[config.mk]
export PLATFORM = sky130hd
export DESIGN_NAME = led_seq_ctrl
export DESIGN_NICKNAME = d
export VERILOG_FILES = /design/src/rtl/led_pkg.sv /design/src/rtl/led_tick_gen.sv /design/src/rtl/led_seq_ctrl.sv
export SDC_FILE = /design/constraint.sdc
export NUM_CORES = 1
export LEC_CHECK = 0
export ABC_AREA = 1
export BUFFER_PORTS_ARGS = -buffer_cell sky130_fd_sc_hd__buf_2
export CAP_MARGIN = 5
export CORE_UTILIZATION = 35
export CTS_CLUSTER_DIAMETER = 40
export DETAILED_ROUTE_END_ITERATION = 6
export HOLD_SLACK_MARGIN = 0.12
export PLACE_DENSITY = 0.52
export SYNTH_ARGS = -nofsm -noshare
export SYNTH_HDL_FRONTEND = slang
export SYNTH_HIERARCHICAL = 1
export SYNTH_SLANG_ARGS = --single-unit
[constraint.sdc]
create_clock -name clk -period 1.45 [get_ports clk]
set_clock_uncertainty 0.2 [all_clocks]
set_input_delay 0.29 -clock clk [delete_from_list [all_inputs] [get_ports clk]]
set_output_delay 0.29 -clock clk [all_outputs]
set_load 0.05 [all_outputs]
[src/rtl/led_pkg.sv]
// Shared definitions for the LED sequencer: mux select codes, FSM state type
// and the state-to-select mapping.
package led_pkg;

  localparam int unsigned SCORE_W = 7;
  localparam int unsigned LED_W   = 2;

  localparam logic [LED_W-1:0] LED_ALL_OFF    = 2'd0;
  localparam logic [LED_W-1:0] LED_ALL_ON     = 2'd1;
  localparam logic [LED_W-1:0] LED_RESET_CODE = 2'd2;
  localparam logic [LED_W-1:0] LED_SCORE      = 2'd3;

  typedef enum logic [1:0] {
    S_RESET_SHOW,
    S_SCORE,
    S_BLINK_ON,
    S_BLINK_OFF
  } state_e;

  // Each state drives exactly one mux select code.
  function automatic logic [LED_W-1:0] led_code(input state_e s);
    logic [LED_W-1:0] code;
    case (s)
      S_RESET_SHOW: code = LED_RESET_CODE;
      S_SCORE:      code = LED_SCORE;
      S_BLINK_ON:   code = LED_ALL_ON;
      S_BLINK_OFF:  code = LED_ALL_OFF;
      default:      code = LED_RESET_CODE;
    endcase
    return code;
  endfunction

endpackage

[src/rtl/led_tick_gen.sv]
// Phase divider: registered one-cycle tick every TICK_DIV cycles; restart
// realigns the phase so the next tick arrives exactly TICK_DIV cycles later.
module led_tick_gen #(
  parameter int unsigned TICK_DIV = 25000000
) (
  input  logic clk,
  input  logic rst,
  input  logic restart,
  output logic tick
);

  localparam int unsigned CW = $clog2(TICK_DIV);
  localparam logic [CW-1:0] CNT_LAST = CW'(TICK_DIV - 1);
  localparam logic [CW-1:0] CNT_PRE  = CW'(TICK_DIV - 2);

  logic [CW-1:0] cnt;

  // tick is registered, so it is raised one count early to land on CNT_LAST.
  always_ff @(posedge clk) begin
    if (rst || restart) begin
      cnt  <= '0;
      tick <= 1'b0;
    end else begin
      tick <= (cnt == CNT_PRE);
      cnt  <= (cnt == CNT_LAST) ? '0 : cnt + CW'(1);
    end
  end

endmodule

[src/rtl/led_seq_ctrl.sv]
// LED display sequencer: reset-code show, score display and optional blink
// acknowledgement of score updates (enabled by macro LED_SEQ_BLINK_EN).
module led_seq_ctrl
  import led_pkg::*;
#(
  parameter int unsigned TICK_DIV    = 25000000,
  parameter int unsigned RESET_TICKS = 4,
  parameter int unsigned BLINK_COUNT = 3
) (
  input  logic               clk,
  input  logic               rst,
  input  logic [SCORE_W-1:0] score_in,
  input  logic               score_valid,
  input  logic               game_reset,
  output logic [SCORE_W-1:0] score_out,
  output logic [LED_W-1:0]   leds_ctrl,
  output logic               busy
);

  localparam int unsigned PW = (RESET_TICKS > 1) ? $clog2(RESET_TICKS) : 1;

  if (TICK_DIV < 2 || RESET_TICKS < 1 || BLINK_COUNT < 1) begin : g_param_check
    $error("led_seq_ctrl: TICK_DIV must be >= 2, RESET_TICKS and BLINK_COUNT >= 1");
  end

  state_e             state;
  state_e             state_n;
  logic [PW-1:0]      phase_cnt;
  logic [PW-1:0]      phase_n;
  logic [SCORE_W-1:0] score_n;
  logic               tick;
  logic               reload_c;
  logic               restart_c;

`ifdef LED_SEQ_BLINK_EN
  localparam int unsigned BW = $clog2(BLINK_COUNT + 1);
  localparam logic [BW-1:0] BLINK_FULL = BW'(BLINK_COUNT);

  logic [BW-1:0] blink_cnt;
  logic [BW-1:0] blink_n;
`endif

  led_tick_gen #(
    .TICK_DIV (TICK_DIV)
  ) u_tick_gen (
    .clk     (clk),
    .rst     (rst),
    .restart (restart_c),
    .tick    (tick)
  );

  // Next-state logic; game_reset wins over any simultaneous score_valid.
  always_comb begin
    state_n  = state;
    score_n  = score_out;
    phase_n  = phase_cnt;
    reload_c = 1'b0;
`ifdef LED_SEQ_BLINK_EN
    blink_n  = blink_cnt;
`endif
    if (game_reset) begin
      state_n  = S_RESET_SHOW;
      score_n  = '0;
      phase_n  = '0;
      reload_c = 1'b1;
    end else begin
      if (score_valid) begin
        score_n = score_in;
      end
      case (state)
        S_RESET_SHOW: begin
          if (tick) begin
            if (phase_cnt == PW'(RESET_TICKS - 1)) begin
              state_n = S_SCORE;
              phase_n = '0;
            end else begin
              phase_n = phase_cnt + PW'(1);
            end
          end
        end
`ifdef LED_SEQ_BLINK_EN
        S_SCORE: begin
          if (score_valid) begin
            state_n = S_BLINK_ON;
            blink_n = BLINK_FULL;
          end
        end
        S_BLINK_ON: begin
          if (score_valid) begin
            blink_n  = BLINK_FULL;
            reload_c = 1'b1;
          end else if (tick) begin
            state_n = S_BLINK_OFF;
          end
        end
        S_BLINK_OFF: begin
          if (score_valid) begin
            state_n  = S_BLINK_ON;
            blink_n  = BLINK_FULL;
            reload_c = 1'b1;
          end else if (tick) begin
            blink_n = blink_cnt - BW'(1);
            state_n = (blink_cnt == BW'(1)) ? S_SCORE : S_BLINK_ON;
          end
        end
        default: state_n = S_RESET_SHOW;
`else
        S_SCORE: state_n = S_SCORE;
        default: state_n = S_SCORE;
`endif
      endcase
    end
    // Every state change (or blink reload) realigns the phase divider.
    restart_c = reload_c || (state_n != state);
  end

  // State and registered outputs, all derived from the next state.
  always_ff @(posedge clk) begin
    if (rst) begin
      state     <= S_RESET_SHOW;
      leds_ctrl <= LED_RESET_CODE;
      score_out <= '0;
      busy      <= 1'b1;
      phase_cnt <= '0;
`ifdef LED_SEQ_BLINK_EN
      blink_cnt <= '0;
`endif
    end else begin
      state     <= state_n;
      leds_ctrl <= led_code(state_n);
      score_out <= score_n;
      busy      <= (state_n != S_SCORE);
      phase_cnt <= phase_n;
`ifdef LED_SEQ_BLINK_EN
      blink_cnt <= blink_n;
`endif
    end
  end

endmodule
==> flow_summary.rst <==
.. list-table::
   :header-rows: 1

   * - Metric
     - Value
   * - Switching component of the power
     - around 0.00052 W
   * - Number of max-slew violations in the final report
     - 0
   * - Global-route wire length before repair
     - about 8400 um
   * - FF-to-FF Start
     - u_tick_gen/cnt[1]
   * - Row cnt
     - 27
   * - Final worst-path setup slack
     - -170 ps
   * - Worst Setup Start Kind
     - register
   * - RSZ-0062 raised after global routing
     - true
   * - Critical register-to-register path endpoint
     - u_tick_gen/cnt[14]
   * - Final HPWL from detailed placement
     - 3230 um
   * - Buf+Inv Stages, Crit Path
     - 2
   * - Sequential share of power
     - 0.506
   * - CP delay by family, top
     - flip-flops
   * - Number of violations reported at the end of detailed-routing iteration 0
     - 55
   * - Floorplan die height
     - 77.2 um
   * - Final Critical Period
     - 1620 ps
   * - Total routing usage reported by global routing
     - 0.176
   * - Cell depth of the worst min-delay path
     - 5
   * - DIE AREA
     - 5960 um^2
   * - Final worst-path cycle share
     - 1.12
   * - Via count of the first global-routing pass
     - 1933
   * - Design internal power
     - ~0.0017 W
   * - Master of the slowest instance on the critical path
     - sky130_fd_sc_hd__dfxtp_2
   * - Total Neg Setup Slack
     - -2360 ps
   * - P per Cell Area
     - 747 nW/um^2
   * - Count of input and output buffers
     - 20
   * - Overall via count from detail_route
     - 2009
   * - Synthesized netlist cell count
     - 289
   * - Floorplan Core Area
     - 5470 um^2
   * - Leading cell type in the layout, fill and taps excluded
     - sky130_fd_sc_hd__nand2_1
   * - DP Area
     - approximately 2500 um^2
   * - Critical path, cell by cell
     - ha_4, nand2_4, nor2_4, buf_4, nand2_2, buf_4, o21ai_0, a21oi_1
   * - Start point of the worst min-delay path
     - rst
   * - CTS H-tree depth
     - 2
   * - Number of antenna violations at the first check in global routing
     - 0
   * - Failing checks
     - negative setup slack
   * - Highest clock rate
     - 0.617 GHz
   * - Critical path arrival
     - 1590 ps
   * - Leakage
     - 1.18 nW
   * - Worst setup EP type
     - register
   * - Proportion of power drawn by combinational gates
     - 0.082
   * - Async S/R FF share, synth
     - 0
   * - Fraction of power spent switching nets
     - 0.234
   * - Total of flip-flops plus latches after synthesis
     - 40
   * - Proportion of layout cells with a drive suffix above 1
     - 0.364
   * - Count of max-cap constraint violations
     - 0
   * - Class of the most critical hold timing path
     - in2reg
   * - Maximum fanout along the worst path
     - 4
   * - Antenna diode instance count
     - 0
   * - Endpoints failing hold
     - 0
   * - Net count of the finished layout
     - 394
   * - Wire per inst
     - 11.0 um
   * - Count of synthesis-stage warnings from yosys
     - 6
   * - Largest net degree at the start of global routing
     - 13
   * - Status
     - complete, but fails checks
   * - Worst Reg2Reg Path Length in Cells
     - 8
   * - Filler Cell Count
     - 551
   * - Worst Path Class, Setup
     - reg2reg
   * - Clk buf depth
     - 2
   * - Final setup violation count
     - 25
   * - Post-route DRC violation count
     - 0
   * - Share of the yosys chip area belonging to registers
     - 0.404
   * - Data required time at the worst endpoint
     - 1420 ps
   * - Number of optimization iterations in the first detailed-route pass
     - 4
   * - Area of the mapped netlist
     - 1980 um^2
   * - Via density per instance
     - 4.45
   * - Worst-case vdd ir drop
     - 394 uV
   * - Io pins
     - 21
   * - Area added between synthesis and finish
     - 49.8%
   * - WHS Endpoint
     - phase_cnt[1]
   * - Number of different library cells in the post-synthesis netlist
     - 23
   * - CP dominant cell by count
     - sky130_fd_sc_hd__buf_4
   * - Clock root buffer
     - sky130_fd_sc_hd__clkbuf_8
   * - Initial core utilization
     - 0.362
   * - Number of enable-type register cells in the synthesized netlist
     - 0
   * - Antenna-violating nets left
     - 0
   * - Main flop type after synthesis
     - sky130_fd_sc_hd__dfxtp_1
   * - Clock edge transition at the registers on the reported setup and hold paths
     - 90 ps
   * - Portion of total power attributed to the clock network
     - 0.412
   * - Residual overflow from global routing
     - 0
   * - TritonCTS sink count
     - 40
   * - Total wirelength of the detailed-routed design
     - 4970 um
   * - Horizontal die dimension
     - 77.2 um
   * - Worst path max stage delay
     - 360 ps
   * - Syn Area/Cell
     - around 6.9 um^2
   * - Num CTS Buffers
     - 5
   * - Top library cells by usage in the layout, fill and taps aside
     - 75 x sky130_fd_sc_hd__nand2_1, 50 x sky130_fd_sc_hd__buf_4, 36 x sky130_fd_sc_hd__nor2_1
   * - Clock tree from TritonCTS
     - done
   * - Post-route design area
     - 2970 um^2
   * - FF-to-FF setup slack
     - -170 ps
   * - Final weighted congestion in routability-driven placement
     - 0.828
   * - Clock latency reported for the late side of the worst-skew pair
     - 290 ps
-- stage by stage --
step	instances	power (W)	utilization	hold WS [ps]	setup slack [ps]
after CTS	447	0.00224	0.514	168	-103
after detailed placement	423	0.00128	0.455	251	-248
final	451	0.00222	0.542	169	-170
after global placement	423	0.00128	0.455	246	-226
after floorplan	290	0.00124	-	157	-44.5
after global routing	451	0.00232	0.542	180	-227
-- worst reg2reg max path, cell delays in order, from the launching register on --
cell	delay [ps]
sky130_fd_sc_hd__dfxtp_2	360
sky130_fd_sc_hd__ha_4	150
sky130_fd_sc_hd__nand2_4	50
sky130_fd_sc_hd__nor2_4	160
sky130_fd_sc_hd__buf_4	150
sky130_fd_sc_hd__nand2_2	60
sky130_fd_sc_hd__buf_4	150
sky130_fd_sc_hd__o21ai_0	150
sky130_fd_sc_hd__a21oi_1	80
-- layer usage --
| metal | track usage | wire length [um] | up-vias | part of all wire |
|---|---|---|---|---|
| met5 | 0 | 0 | - | 0 |
| met4 | 0.0604 | 70 | 0 | 0.014 |
| met3 | 0.0357 | 133 | 6 | 0.027 |
| met2 | 0.303 | 2360 | 31 | 0.47 |
| met1 | 0.217 | 2410 | 907 | 0.48 |
| li1 | - | - | 1065 | - |
-- power groups by stage --
stage / sequential, W / combinational [W] / clock, W
6_report: 0.00112 / 0.000182 / 0.000913
5_1_grt: 0.00112 / 0.000198 / 0.000995
4_1_cts: 0.00112 / 0.000169 / 0.000947
3_5_place_dp: 0.00115 / 0.000136 / 0
3_3_place_gp: 0.00115 / 0.000136 / 0
2_1_floorplan: 0.00119 / 0.0000523 / 0
-- synthesized netlist by cell type (5+ instances only) --
| master | instances | area share |
|---|---|---|
| sky130_fd_sc_hd__a21oi_1 | 18 | 0.045 |
| sky130_fd_sc_hd__dfxtp_1 | 40 | 0.40 |
| sky130_fd_sc_hd__ha_1 | 5 | 0.032 |
| sky130_fd_sc_hd__inv_1 | 35 | 0.066 |
| sky130_fd_sc_hd__nand2_1 | 79 | 0.15 |
| sky130_fd_sc_hd__nand2_2 | 6 | 0.019 |
| sky130_fd_sc_hd__nand3_1 | 18 | 0.045 |
| sky130_fd_sc_hd__nor2_1 | 49 | 0.093 |
| sky130_fd_sc_hd__nor2_4 | 5 | 0.028 |
| sky130_fd_sc_hd__o21ai_0 | 5 | 0.013 |
| sky130_fd_sc_hd__xor2_1 | 5 | 0.022 |
-- state kept, by name, indices dropped and copies added, names as in the netlist --
signal	count
busy	1
phase_cnt	2
u_tick_gen/cnt	25
score_out	7
u_tick_gen/tick	1
leds_ctrl	2
state	2
-- worst max path at each step --
stage / slack [ps] / cells past startpoint / to / from
final: -170 / 8 / u_tick_gen/cnt[14] / u_tick_gen/cnt[1]
after floorplan: -40 / 9 / u_tick_gen/cnt[11] / u_tick_gen/cnt[1]
after CTS: -100 / 9 / u_tick_gen/cnt[21] / u_tick_gen/cnt[1]
after global routing: -230 / 9 / u_tick_gen/cnt[18] / u_tick_gen/cnt[1]
after detailed placement: -250 / 7 / u_tick_gen/cnt[17] / phase_cnt[0]
after global placement: -230 / 8 / u_tick_gen/cnt[21] / u_tick_gen/cnt[1]
-- timing repair --
action / 4_1_cts / 5_1_grt
pin swaps: 11 / 20
resized for setup: 17 / 34
hold buffers: 10 / 0
setup buffers: 3 / 4
gates cloned: 3 / 0
endpoints found under the hold margin: 12 / 0
setup endpoints to repair: 27 / 28
-- layout make-up --
type,instances,area (um^2),share of cell area
Inverter,38,145,0.0489
Clock inverter,2,35.0,0.0118
Clock buffer,6,72.6,0.0245
Sequential cell,40,811,0.273
Multi-Input combinational cell,212,1230,0.414
Tap cell,72,90.1,0.0304
Timing Repair Buffer,81,587,0.198
-- logic make-up (layout without fill, tap and decap cells) --
group | after synthesis | after routing | share of synthesized area
other | 2 | 3 | 0.00379
adders and majority gates | 5 | 5 | 0.0316
AOI/OAI and AO/OA | 25 | 25 | 0.0663
DFF | 40 | 40 | 0.404
buffers and inverters | 41 | 127 | 0.0859
xor gates and xnor gates | 8 | 8 | 0.0354
and+or+nand+nor | 168 | 171 | 0.373
No activity file was read; power rests on OpenSTA's default activity.
